**config.mk**
```make
export PLATFORM = sky130hd
export DESIGN_NAME = tthbif_tap_cal
export DESIGN_NICKNAME = d
export VERILOG_FILES = /design/src/rtl/tthbif_cal_pkg.sv /design/src/rtl/tthbif_tap_cal_prbs7_chk.sv /design/src/rtl/tthbif_tap_cal.sv
export SDC_FILE = /design/constraint.sdc
export NUM_CORES = 1
export LEC_CHECK = 0
export ABC_AREA = 0
export ABC_CLOCK_PERIOD_IN_PS = 5700
export CAP_MARGIN = 15
export CORE_ASPECT_RATIO = 1.75
export CORE_MARGIN = 10
export CORE_UTILIZATION = 40
export DETAILED_ROUTE_END_ITERATION = 16
export GPL_TIMING_DRIVEN = 0
export SETUP_SLACK_MARGIN = 0.2
export SLEW_MARGIN = 20
export SYNTH_ARGS = -nofsm -noshare
export SYNTH_HDL_FRONTEND = slang
export SYNTH_SLANG_ARGS = --single-unit
```
**constraint.sdc**
```tcl
create_clock -name clk_i -period 5.7 [get_ports clk_i]
set_input_delay 1.14 -clock clk_i [delete_from_list [all_inputs] [get_ports clk_i]]
set_output_delay 1.14 -clock clk_i [all_outputs]
set_load 0.005 [all_outputs]
```
**src/rtl/tthbif_cal_pkg.sv**
```systemverilog
// Shared types and constants for the tthbif RX tap calibration sequencer.
// The tap code is {flop_sel, comb_sel}; helpers split it into the two selects.
package tthbif_cal_pkg;

    localparam int unsigned NUM_TAP_CODES = 16;
    localparam int unsigned TAP_CODE_W    = 4;

    // x^7 + x^6 + 1: predicted bit is hist[6] ^ hist[5]
    localparam logic [6:0] PRBS7_TAPS = 7'b110_0000;

    typedef enum logic [2:0] {
        S_IDLE,
        S_APPLY,
        S_MEASURE,
        S_EVAL,
        S_PICK,
        S_DONE
    } cal_state_e;

    typedef struct packed {
        logic [1:0] flop;
        logic [1:0] comb;
    } tap_sel_t;

    function automatic tap_sel_t split_code(input logic [TAP_CODE_W-1:0] code);
        tap_sel_t sel;
        sel.flop = code[3:2];
        sel.comb = code[1:0];
        return sel;
    endfunction

endpackage

```
**src/rtl/tthbif_tap_cal_prbs7_chk.sv**
```systemverilog
// Self-synchronising PRBS7 checker: predicts each bit from the last seven
// received bits and flags mismatches; locked once seven bits are in history.
module prbs7_chk
    import tthbif_cal_pkg::*;
(
    input  logic clk_i,
    input  logic rst_ni,
    input  logic flush_i,
    input  logic bit_i,
    output logic err_o,
    output logic locked_o
);

    logic [6:0] hist_q, hist_d;
    logic [2:0] cnt_q, cnt_d;

    always_comb begin
        hist_d = {hist_q[5:0], bit_i};
        cnt_d  = (cnt_q == 3'd7) ? cnt_q : cnt_q + 3'd1;
        if (flush_i) begin
            hist_d = '0;
            cnt_d  = '0;
        end
    end

    always_ff @(posedge clk_i) begin
        if (!rst_ni) begin
            hist_q <= '0;
            cnt_q  <= '0;
        end else begin
            hist_q <= hist_d;
            cnt_q  <= cnt_d;
        end
    end

    assign locked_o = (cnt_q == 3'd7);
    assign err_o    = bit_i ^ (^(hist_q & PRBS7_TAPS));

endmodule

```
**src/rtl/tthbif_tap_cal.sv**
```systemverilog
// Sweeps all 16 RX tap codes, scores each with a PRBS7 error window and
// drives the centre of the longest passing run onto the tthbif tap selects.
module tthbif_tap_cal
    import tthbif_cal_pkg::*;
#(
    parameter int unsigned SETTLE_CYCLES = 16,
    parameter int unsigned WINDOW_CYCLES = 256,
    parameter int unsigned ERR_THRESH    = 0
) (
    input  logic                  clk_i,
    input  logic                  rst_ni,
    input  logic                  en_i,
    input  logic                  start_i,
    input  logic                  abort_i,
    input  logic                  rx_bit_i,
    input  logic [1:0]            man_comb_sel_i,
    input  logic [1:0]            man_flop_sel_i,
    output logic [1:0]            rx_comb_tap_sel_o,
    output logic [1:0]            rx_flop_tap_sel_o,
    output logic                  busy_o,
    output logic                  done_o,
    output logic                  cal_ok_o,
    output logic [TAP_CODE_W-1:0] best_code_o,
    output logic [NUM_TAP_CODES-1:0] pass_mask_o
);

    localparam int unsigned SET_W =
        (SETTLE_CYCLES > 1) ? $clog2(SETTLE_CYCLES) : 1;
    localparam int unsigned WIN_W =
        (WINDOW_CYCLES > 1) ? $clog2(WINDOW_CYCLES) : 1;
    localparam int unsigned ERR_W = $clog2(WINDOW_CYCLES + 1);
    localparam int unsigned RUN_W = $clog2(NUM_TAP_CODES + 1);
    localparam logic [TAP_CODE_W-1:0] LAST_CODE =
        TAP_CODE_W'(NUM_TAP_CODES - 1);

    cal_state_e state_q, state_d;

    logic [TAP_CODE_W-1:0]    code_q, code_d;
    logic [SET_W-1:0]         set_q, set_d;
    logic [WIN_W-1:0]         win_q, win_d;
    logic [ERR_W-1:0]         err_q, err_d;
    logic [NUM_TAP_CODES-1:0] mask_q, mask_d;
    logic [TAP_CODE_W-1:0]    scan_q, scan_d;
    logic [TAP_CODE_W-1:0]    run_start_q, run_start_d;
    logic [RUN_W-1:0]         run_len_q, run_len_d;
    logic [TAP_CODE_W-1:0]    best_start_q, best_start_d;
    logic [RUN_W-1:0]         best_len_q, best_len_d;
    logic [TAP_CODE_W-1:0]    best_code_q, best_code_d;
    logic                     cal_ok_q, cal_ok_d;
    logic                     done_q, done_d;

    logic [TAP_CODE_W-1:0] run_start_n;
    logic [RUN_W-1:0]      run_len_n;

    logic chk_flush;
    logic chk_err;
    logic chk_lock;
    logic busy;

    logic [TAP_CODE_W-1:0] tap_code;
    tap_sel_t              tap_sel;

    // History only needs to be live while settling and measuring
    assign chk_flush = !(state_q == S_APPLY || state_q == S_MEASURE);

    prbs7_chk u_chk (
        .clk_i    (clk_i),
        .rst_ni   (rst_ni),
        .flush_i  (chk_flush),
        .bit_i    (rx_bit_i),
        .err_o    (chk_err),
        .locked_o (chk_lock)
    );

    assign busy = (state_q == S_APPLY) || (state_q == S_MEASURE) ||
                  (state_q == S_EVAL)  || (state_q == S_PICK);

    always_comb begin
        state_d      = state_q;
        code_d       = code_q;
        set_d        = set_q;
        win_d        = win_q;
        err_d        = err_q;
        mask_d       = mask_q;
        scan_d       = scan_q;
        run_start_d  = run_start_q;
        run_len_d    = run_len_q;
        best_start_d = best_start_q;
        best_len_d   = best_len_q;
        best_code_d  = best_code_q;
        cal_ok_d     = cal_ok_q;
        done_d       = 1'b0;
        run_start_n  = run_start_q;
        run_len_n    = '0;

        unique case (state_q)
            S_IDLE: begin
                if (start_i && en_i && !abort_i) begin
                    state_d      = S_APPLY;
                    mask_d       = '0;
                    cal_ok_d     = 1'b0;
                    code_d       = '0;
                    set_d        = '0;
                    run_start_d  = '0;
                    run_len_d    = '0;
                    best_start_d = '0;
                    best_len_d   = '0;
                end
            end
            S_APPLY: begin
                if (set_q == SET_W'(SETTLE_CYCLES - 1)) begin
                    state_d = S_MEASURE;
                    win_d   = '0;
                    err_d   = '0;
                end else begin
                    set_d = set_q + SET_W'(1);
                end
            end
            S_MEASURE: begin
                if (chk_err && chk_lock && (err_q != '1)) begin
                    err_d = err_q + ERR_W'(1);
                end
                if (win_q == WIN_W'(WINDOW_CYCLES - 1)) begin
                    state_d = S_EVAL;
                end else begin
                    win_d = win_q + WIN_W'(1);
                end
            end
            S_EVAL: begin
                mask_d[code_q] = (32'(err_q) <= ERR_THRESH);
                if (code_q == LAST_CODE) begin
                    state_d = S_PICK;
                    scan_d  = '0;
                end else begin
                    state_d = S_APPLY;
                    code_d  = code_q + TAP_CODE_W'(1);
                    set_d   = '0;
                end
            end
            S_PICK: begin
                if (mask_q[scan_q]) begin
                    run_start_n = (run_len_q == '0) ? scan_q : run_start_q;
                    run_len_n   = run_len_q + RUN_W'(1);
                end
                run_start_d = run_start_n;
                run_len_d   = run_len_n;
                // Strictly longer only, so equal runs keep the lowest start
                if (run_len_n > best_len_q) begin
                    best_start_d = run_start_n;
                    best_len_d   = run_len_n;
                end
                if (scan_q == LAST_CODE) begin
                    state_d = S_DONE;
                end else begin
                    scan_d = scan_q + TAP_CODE_W'(1);
                end
            end
            S_DONE: begin
                if (best_len_q != '0) begin
                    best_code_d = best_start_q +
                        TAP_CODE_W'((best_len_q - RUN_W'(1)) >> 1);
                    cal_ok_d    = 1'b1;
                end else begin
                    cal_ok_d = 1'b0;
                end
                done_d  = 1'b1;
                state_d = S_IDLE;
            end
            default: state_d = S_IDLE;
        endcase

        if ((state_q != S_IDLE) && (abort_i || !en_i)) begin
            state_d  = S_IDLE;
            cal_ok_d = 1'b0;
            mask_d   = '0;
            done_d   = 1'b0;
        end
    end

    always_ff @(posedge clk_i) begin
        if (!rst_ni) begin
            state_q      <= S_IDLE;
            code_q       <= '0;
            set_q        <= '0;
            win_q        <= '0;
            err_q        <= '0;
            mask_q       <= '0;
            scan_q       <= '0;
            run_start_q  <= '0;
            run_len_q    <= '0;
            best_start_q <= '0;
            best_len_q   <= '0;
            best_code_q  <= '0;
            cal_ok_q     <= 1'b0;
            done_q       <= 1'b0;
        end else begin
            state_q      <= state_d;
            code_q       <= code_d;
            set_q        <= set_d;
            win_q        <= win_d;
            err_q        <= err_d;
            mask_q       <= mask_d;
            scan_q       <= scan_d;
            run_start_q  <= run_start_d;
            run_len_q    <= run_len_d;
            best_start_q <= best_start_d;
            best_len_q   <= best_len_d;
            best_code_q  <= best_code_d;
            cal_ok_q     <= cal_ok_d;
            done_q       <= done_d;
        end
    end

    always_comb begin
        tap_code = {man_flop_sel_i, man_comb_sel_i};
        if (busy) begin
            tap_code = code_q;
        end else if (cal_ok_q) begin
            tap_code = best_code_q;
        end
    end

    assign tap_sel           = split_code(tap_code);
    assign rx_flop_tap_sel_o = tap_sel.flop;
    assign rx_comb_tap_sel_o = tap_sel.comb;

    assign busy_o      = busy;
    assign done_o      = done_q;
    assign cal_ok_o    = cal_ok_q;
    assign best_code_o = best_code_q;
    assign pass_mask_o = mask_q;

endmodule

```
**Yosys cells after proc, flatten, opt, wreduce, memory -nomap -nowiden**

Index checks and enable logic that the tools add are counted.

- Bits of input ports: 10
- Output and inout port bits: 27
- Register bits: 82
- Word-level logic and storage cells: 135

- Mux-type cells: 45
- Equality and inequality tests: 22
- $lt $le $gt $ge: 5
- Add/subtract/negate cells: 9
- Bitwise operators: 2
- Reductions and logical operators: 36

Operators by type and width:

| cell | number |
|---|---|
| $mux W4 | 11 |
| $pmux W16 S2 | 1 |
| $pmux W4 S2 | 4 |
| $mux W5 | 4 |
| $pmux W5 S2 | 2 |
| $mux W9 | 2 |
| $pmux W9 S2 | 1 |
| $bwmux W16 | 1 |
| $mux W16 | 1 |
| $mux W8 | 2 |
| $pmux W8 S2 | 1 |
| $mux W3 | 5 |
| $pmux W3 S5 | 1 |
| $reduce_and A3 Y1 | 5 |
| $add A4 B1 Y4 const B | 3 |
| $eq A4 B4 Y1 const B | 3 |
| $ne A2 B1 Y1 const B | 6 |
| $pmux W4 S3 | 1 |
| $lt A4 B5 Y1 const B | 2 |
| $ne A2 B2 Y1 const B | 5 |
| $reduce_and A2 Y1 | 5 |
| $reduce_bool A2 Y1 | 5 |
| $add A9 B1 Y9 const B | 1 |
| $eq A3 B3 Y1 const B | 3 |
| 28 further kinds | 44 |

**Depth between registers and ports, before layout**

Gate-level depths: netlist of the first run.

- Depth in word-level cells: 7
- Mapped depth: 14
- Depth with buffers taken out: 11

**By module**

From an unflattened synthesis of the first run, not the netlist that was laid out.

- Cells, all modules: 518
- Area total of the unflattened synthesis: 4579.4 um^2

Modules (own cells, without submodules):

| module | area an instance (um^2) | sequential area each (um^2) | times used | cells each |
|---|---|---|---|---|
| tthbif_tap_cal | 4220.3 | 1441.4 | 1 | 488 |
| prbs7_chk | 359.1 | 200.2 | 1 | 30 |

**Worst setup path before layout of the first run**

No wires, ideal clock.

- Path type: flip-flop to flip-flop
- Start point: register scan_q[0]
- End point: register best_len_q[0]
- Setup time: 132 ps
- Path buffers: 2
- Required time: 5568 ps
- Period minus slack after synthesis: 2889 ps
- Setup slack: 2811 ps
- Arrival time: 2756 ps
- Stages on the path, launching flop included: 14
- Cell sequence: dfxtp_1 > buf_6 > mux4_2 > o2bb2ai_4 > o2bb2ai_4 > and2_2 > ha_1 > nor2b_1 > o21ai_0 > nand3_1 > a31oi_1 > clkbuf_1 > or3_1 > a21oi_1

- Longest elaborated chain between the ends: 7
- Elaborated cells on any way between the ends: 9
- Those cells by class: order compare (1); eq/ne (1); mux (6); reduce/logical (1)

RTL lines:

| what | RTL line | text |
|---|---|---|
| from (decl) | tthbif_tap_cal.sv:43 | `logic [TAP_CODE_W-1:0] scan_q, scan_d;` |
| from (signal assigned) | tthbif_tap_cal.sv:203 | `scan_q <= scan_d;` |
| $bmux W1 S4 (*) | tthbif_tap_cal.sv:141 | `if (mask_q[scan_q]) begin` |
| $mux W1 (not written as such) (*) | tthbif_tap_cal.sv:141 |  |
| $mux W5 (*) | tthbif_tap_cal.sv:141 |  |
| $mux W5 (*) | tthbif_tap_cal.sv:96 | `unique case (state_q)` |
| $gt A5 B5 Y1 | tthbif_tap_cal.sv:148 | `if (run_len_n > best_len_q) begin` |
| $ne A2 B1 Y1 (no line) | n/a |  |
| $reduce_and A3 Y1 (no line) | n/a |  |
| to (signal assigned) | tthbif_tap_cal.sv:207 | `best_len_q <= best_len_d;` |
| to (decl) | tthbif_tap_cal.sv:47 | `logic [RUN_W-1:0] best_len_q, best_len_d;` |

Every way passes the cells marked *; elsewhere a longest branch is shown, timed or not. The select of a mux whose other input is x is not followed.
A chain may end at the register's enable or synchronous reset.

**Worst setup path after layout of the first run**

- Start point: register state_q[0]
- End point: output rx_flop_tap_sel_o[1]

- Longest elaborated chain between the ends: 5
- Elaborated cells on any way between the ends: 8
- Those cells by class: eq/ne (4); mux (1); reduce/logical (3)

RTL lines:

| what | RTL line | text |
|---|---|---|
| from (decl) | tthbif_tap_cal.sv:36 | `cal_state_e state_q, state_d;` |
| from (signal assigned) | tthbif_tap_cal.sv:197 | `state_q <= state_d;` |
| $eq A3 B1 Y1 / $eq A3 B2 Y1 (equally long branches) | tthbif_tap_cal.sv:75 | `assign busy = (state_q == S_APPLY) \|\| (state_q == S_MEASURE) \|\|` |
| $logic_or A1 B1 Y1 (2 in a row) | tthbif_tap_cal.sv:75 |  |
| $logic_or A1 B1 Y1 (*) | tthbif_tap_cal.sv:76 | `(state_q == S_EVAL) \|\| (state_q == S_PICK);` |
| $mux W4 (*) | tthbif_tap_cal.sv:216 | `if (busy) begin` |
| to (decl) | tthbif_tap_cal.sv:19 | `output logic [1:0] rx_flop_tap_sel_o,` |

Every way passes the cells marked *; elsewhere a longest branch is shown, timed or not.

==> impl_metrics.yaml, run 1 <==
floorplanning:
  die_x_um: 99.35
  dieArea_um2: 15780
  die_height_um: 158.9
  start_util_pct: 40.95
  num_rows: 50
  core_area_um2: 10760
  io_pins: 37
setup_path:
  path_cells: "buf_2 > buf_1 > nor2_1 > xnor2_1 > nand2_1 > o21ai_0 > clkdlybuf4s50_1"
  worstPathArrival_ns: 2.61
  endpoint_kind: "output pin"
  reg2reg_to: "best_len_q[2]$_SDFFE_PN0P_"
  worstPathMaxFanout: 10
  cp-start-kind: "flop"
  ff2ff_path_depth: 13
  r2r_slack_ns: 2.37
  slowest_stage: "clkdlybuf4s50_1"
  slowest_delay_ns: 0.55
  worstSetupPathType: "flop to output pin"
  crit_required_ns: 4.56
  r2r_start: "scan_q[0]$_SDFFE_PN0P_"
place:
  pre_cts_ws_ns: 2.173
  hpwl_um: 8668
  place.gp.congestion: 0.8473
  io_buffers: 35
  place_area_um2: 4920
synthesis:
  ys.flop_type: "dfxtp_1"
  ys_seq_area_share_pct: 37.25
  synth_top_area_share_pct: 37.25
  avgSynthCellArea_um2: 8.778
  synth_edf_count: 0
  synth_top_cell_by_area: "dfxtp_1"
  syn_inst: 502
  synth_area_um2: 4407
  synthTopCellsByArea: "dfxtp_1 37%, ha_1 6.8%, a21oi_1 4.5%"
  synth_most_common_cell: "dfxtp_1"
  synth-seq-cells: 82
  netlist-cell-type-count: 66
  synthesis.nets: 537
  ys_warn_count: 0
  async_flop_share_pct: 0
  synth_common_cells: "82 x dfxtp_1, 48 x nor2_1, 40 x a21oi_1, 36 x nand2_1, 24 x ha_1"
power:
  power_density_nw_per_um2: 224.4
  power.total_mw: 1.165
  peakVddDrop_mv: 0.1540
  p_leak_nw: 1.793
detailed_routing:
  wl_per_cell_um: 16.54
  antenna_left: 0
  drtIter0Drc: 169
  avgViaCountPerCell: 5.567
  route.detailed.drc: 0
  wl_um: 11300
  vias: 3802
  first_pass_iters: 4
global_routing:
  grt_max_degree: 15
  use_met1_pct: 15.20
  overflow: 0
  grt_use_met2_pct: 25.50
  antenna_found_initial: 0
  grt_pass1_vias: 3853
  grt_use_met3_pct: 3.168
  busiest_layer: "met2"
  grt_first_pass_wirelength_um: 18790
  grt_usage_pct: 14.29
clock_tree:
  postCtsSetupBuffers: 0
  insertion_delay_ns: 0.34
  post_cts_resized: 0
  htree_levels: 3
  clock_tree.root_cell: "clkbuf_16"
  cts_tree: "done"
  cts.hold.buffers_added: 0
  clock_sinks: 82
  cts_max_path_buffers: 2
  clk_pin_slew_ns: 0.07
  cts_buffers: 9
layout:
  diodes: 0
  fillers: 1088
  nets: 583
  final-seq-area_um2: 1642
  area_growth_pct: 17.80
  drive_gt1_share_pct: 7.595
  multi_input_area_um2: 2571
  final_cell_area_um2: 5191
min_path:
  hold_path.startpoint: "u_chk.hist_q[1]$_SDFF_PN0_"
  min_path_cells: 1
  hold_class: "flop to flop"
  whs_endpoint: "u_chk.hist_q[2]$_SDFF_PN0_"
timing:
  setup_tns_ns: 0
  fin_crit_ns: 3.754
  fmax_mhz: 266.4
  rsz0062_at_grt: "false"
  post-route-period-util_pct: 65.86
  worst_pin_slew_ns: 0.9066
  worst_clock_skew_ns: 0.007188
  setup_ws_ns: 1.946
  hold_viol: 0
  maxSlewViolCount: 0
  finalSetupViolations: 0
  max-slew-margin-rel_pct: 38.71
flow_run:
  cap_violations: 0
status:
  status: "finished, final reports clean"
==> cell families after synthesis <==
kind of cell / after synthesis / synth area share, %
buffers and inverters: 42 / 4.401
multiplexers: 16 / 4.259
AND/OR/NAND/NOR: 198 / 23.68
AO/OA/AOI/OAI: 111 / 17.24
XOR/XNOR: 28 / 5.906
adder cells (fa/ha/maj): 25 / 7.269
flip-flops: 82 / 37.25
==> worst max-delay path by stage <==
| stage | depth (start not counted) | slack (ns) | from | end |
|---|---|---|---|---|
| 2_1_floorplan | 13 | 2.81 | scan_q[0]$_SDFFE_PN0P_ | best_len_q[0]$_SDFFE_PN0P_ |
| 3_3_place_gp | 4 | 2.20 | man_flop_sel_i[1] | rx_flop_tap_sel_o[1] |
| 3_5_place_dp | 4 | 2.17 | man_flop_sel_i[1] | rx_flop_tap_sel_o[1] |
| 4_1_cts | 7 | 1.95 | state_q[0]$_SDFFE_PP0P_ | rx_flop_tap_sel_o[1] |
| 5_1_grt | 7 | 1.61 | state_q[0]$_SDFFE_PP0P_ | rx_flop_tap_sel_o[0] |
| 6_report | 7 | 1.95 | state_q[0]$_SDFFE_PP0P_ | rx_flop_tap_sel_o[1] |
==> layer usage <==
layer	share of wire (%)	routed length, um	up-vias
met5	0	0	-
met4	2.4	276	0
met3	4.0	454	16
met2	53	6006	73
met1	40	4559	1810
li1	-	-	1903
==> worst max-delay path, delay by kind of cell (launching register included) <==
family	cells	cell delay, ns
AND/OR/NAND/NOR	2	0.24
buffers and inverters	3	1.14
flip-flops	1	0.30
XOR/XNOR	1	0.49
AO/OA/AOI/OAI	1	0.10
==> flip-flops by register name (all words and copies together) (netlist names) <==
register      flops
done_o            1
err_q             9
run_len_q         5
set_q             4
u_chk.cnt_q       3
cal_ok_o          1
best_start_q      4
run_start_q       4
best_len_q        5
best_code_o       4
pass_mask_o      16
scan_q            4
win_q             8
u_chk.hist_q      7
code_q            4
state_q           3
==> metrics by stage <==
step | hold slack, ns | utilization [%] | cells
floorplan | 0.4057 | - | 502
global placement | 0.4137 | 45.72 | 667
detailed placement | 0.4124 | 45.72 | 667
CTS | 0.4311 | 48.24 | 683
global route | 0.4509 | 48.24 | 683
finish | 0.4271 | 48.24 | 683
==> layout by cell type, fill, tap and decap left out, types with 16 or more instances in the layout <==
cell type	count
a21oi_1	40
clkdlybuf4s50_1	35
dfxtp_1	82
ha_1	24
nand2_1	36
nand3_1	23
nor2_1	48
o21ai_0	16
or3_1	16
xor2_1	18
==> layout make-up <==
| type | count | area share [%] |
|---|---|---|
| inverters | 16 | 1.157 |
| plain buffers | 26 | 2.579 |
| multi-input cells | 378 | 49.53 |
| clock inverters | 6 | 0.8195 |
| well taps | 130 | 3.133 |
| flip-flops and latches | 82 | 31.62 |
| clock buffers | 10 | 4.411 |
| repair buffers | 35 | 6.749 |
==> power breakdown <==
part	switching [mW]	internal (mW)
logic	0.0313	0.0199
registers	0.00111	0.575
clock network	0.242	0.296
Power figures use the tool's default switching activity.
==> run 2, diff against run 1 <==
--- a/config.mk
+++ b/config.mk
@@ -6,7 +6,7 @@
 export NUM_CORES = 1
 export LEC_CHECK = 0
 export ABC_AREA = 0
-export ABC_CLOCK_PERIOD_IN_PS = 5700
+export ABC_CLOCK_PERIOD_IN_PS = 3800
 export CAP_MARGIN = 15
 export CORE_ASPECT_RATIO = 1.75
 export CORE_MARGIN = 10
==> constraint.sdc (replaced) <==
create_clock -name clk_i -period 3.8 [get_ports clk_i]
set_input_delay 0.76 -clock clk_i [delete_from_list [all_inputs] [get_ports clk_i]]
set_output_delay 0.76 -clock clk_i [all_outputs]
set_load 0.005 [all_outputs]
==> run 2 against run 1 <==
Worst hold slack hardly changed. Global-route usage did not move. Wire length is 0.11% higher. Critical endpoint is now best_len_q[2]$_SDFFE_PN0P_. Largest cell class unchanged.
==> impl_metrics.yaml, run 2 (same netlist as run 1, synthesis figures left out) <==
floorplanning:
  die_x_um: 99.35
  start_util_pct: 40.95
  num_rows: 50
  dieArea_um2: 15780
  io_pins: 37
  die_height_um: 158.9
  core_area_um2: 10760
power:
  p_leak_nw: 1.802
  power_density_nw_per_um2: 336.6
  peakVddDrop_mv: 0.2310
clock_tree:
  clk_pin_slew_ns: 0.06
  cts_tree: "done"
  htree_levels: 3
  cts_buffers: 9
  cts_max_path_buffers: 2
  clock_tree.root_cell: "clkbuf_16"
  clock_sinks: 82
  cts.hold.buffers_added: 0
  insertion_delay_ns: 0.34
  postCtsSetupBuffers: 0
layout:
  largest_reg_flops: 16
  layout_commonest_cell: "dfxtp_1"
  fin_util_pct: 48.31
  diodes: 0
  drive_gt1_share_pct: 7.776
  nets: 583
  layout_common_cells: "82 x dfxtp_1, 48 x nor2_1, 40 x a21oi_1"
  area_growth_pct: 17.97
timing:
  post-route-period-util_pct: 87.50
  rsz0062_at_grt: "false"
  finalSetupViolations: 0
  hold_viol: 0
  fmax_mhz: 300.7
  max-slew-margin-rel_pct: 37.36
  fin_crit_ns: 3.325
  worst_pin_slew_ns: 0.9265
  worst_clock_skew_ns: 0.007293
  setup_tns_ns: 0
  maxSlewViolCount: 0
global_routing:
  grt_pass1_vias: 3853
  antenna_found_initial: 0
  grt_max_degree: 15
  overflow: 0
  grt_first_pass_wirelength_um: 18790
  grt_usage_pct: 14.29
detailed_routing:
  wl_per_cell_um: 16.56
  antenna_left: 0
  wl_um: 11310
  drtIter0Drc: 155
  route.detailed.drc: 0
  vias: 3791
  avgViaCountPerCell: 5.551
  first_pass_iters: 4
setup_path:
  slowest_delay_ns: 0.54
  r2r_start: "scan_q[0]$_SDFFE_PN0P_"
  crit_end: "best_len_q[2]$_SDFFE_PN0P_"
  r2r_slack_ns: 0.47
  startpoint: "scan_q[0]$_SDFFE_PN0P_"
  reg2reg_to: "best_len_q[2]$_SDFFE_PN0P_"
  worst-path-buf-inv: 2
  cp_num_cells: 13
  slowest_stage: "mux4_2"
  crit_required_ns: 4.01
  ff2ff_path_depth: 13
  worstSetupPathType: "flop to flop"
  worstPathArrival_ns: 3.53
  crit_family: "compound AO/OA/AOI/OAI gates"
  endpoint_kind: "flop"
  cp-start-kind: "flop"
  path_cells: "buf_6 > mux4_2 > a2bb2oi_2 > o2bb2ai_4 > and2_2 > ha_1 > nor2b_1 > o21ai_0 > nand3_1 > a31oi_1 > clkbuf_1 > or3_1 > a21oi_1"
  worstPathMaxFanout: 10
status:
  status: "finished, final reports clean"
place:
  place.gp.congestion: 0.8473
  hpwl_um: 8668
  io_buffers: 35
min_path:
  hold_class: "flop to flop"
flow_run:
  cap_violations: 0
## run 2: worst min path at each step
stage                                from                          to  cells past startpoint
6_report       u_chk.hist_q[1]$_SDFF_PN0_  u_chk.hist_q[2]$_SDFF_PN0_                      1
5_1_grt        u_chk.hist_q[3]$_SDFF_PN0_  u_chk.hist_q[4]$_SDFF_PN0_                      1
4_1_cts        u_chk.hist_q[1]$_SDFF_PN0_  u_chk.hist_q[2]$_SDFF_PN0_                      1
3_5_place_dp   u_chk.hist_q[1]$_SDFF_PN0_  u_chk.hist_q[2]$_SDFF_PN0_                      1
3_3_place_gp   u_chk.hist_q[1]$_SDFF_PN0_  u_chk.hist_q[2]$_SDFF_PN0_                      1
2_1_floorplan  u_chk.hist_q[0]$_SDFF_PN0_  u_chk.hist_q[1]$_SDFF_PN0_                      1
## run 2: final cells by class
cell class / count / area, um2
timing repair buffer: 35 / 350.3
clock buffer: 10 / 229.0
buffer: 26 / 133.9
sequential: 82 / 1642
tap: 130 / 162.7
clock inverter: 6 / 42.54
multi-input combinational: 378 / 2579
inverter: 16 / 60.06
fill: 1087 / 5562
## run 2: report_power, final
part | internal (mW) | switching [mW]
clock | 0.444 | 0.365
sequential | 0.862 | 0.00170
combinational | 0.0302 | 0.0470
## run 2: per-stage QoR
stage | cell area (um2) | instances | setup WS, ns | total power [mW] | hold WS [ns]
after floorplan | 4407 | 502 | 0.9115 | 0.9266 | 0.4057
after global placement | 4920 | 667 | 0.5439 | 0.9592 | 0.4137
after detailed placement | 4920 | 667 | 0.4605 | 0.9607 | 0.4124
after CTS | 5191 | 683 | 0.4347 | 1.764 | 0.4311
after global routing | 5199 | 683 | 0.3143 | 1.810 | 0.4509
final | 5199 | 683 | 0.4748 | 1.750 | 0.4271
## run 2: routing by layer
metal | track usage [%] | share of wire (%)
met3 | 3.168 | 3.6
met2 | 25.50 | 53
met4 | 6.806 | 3.1
met1 | 15.20 | 41
met5 | 0 | 0
## run 2: worst reg2reg max path: stages (launching register included)
cell,delay (ns)
dfxtp_1,0.36
buf_6,0.17
mux4_2,0.54
a2bb2oi_2,0.19
o2bb2ai_4,0.20
and2_2,0.24
ha_1,0.28
nor2b_1,0.13
o21ai_0,0.16
nand3_1,0.13
a31oi_1,0.22
clkbuf_1,0.35
or3_1,0.17
a21oi_1,0.06
## run 2: timing repair
item / 4_1_cts / 5_1_grt
endpoints found under the hold margin: 0 / 0
endpoints found under the setup margin: 0 / 4
gates resized for setup: 0 / 1
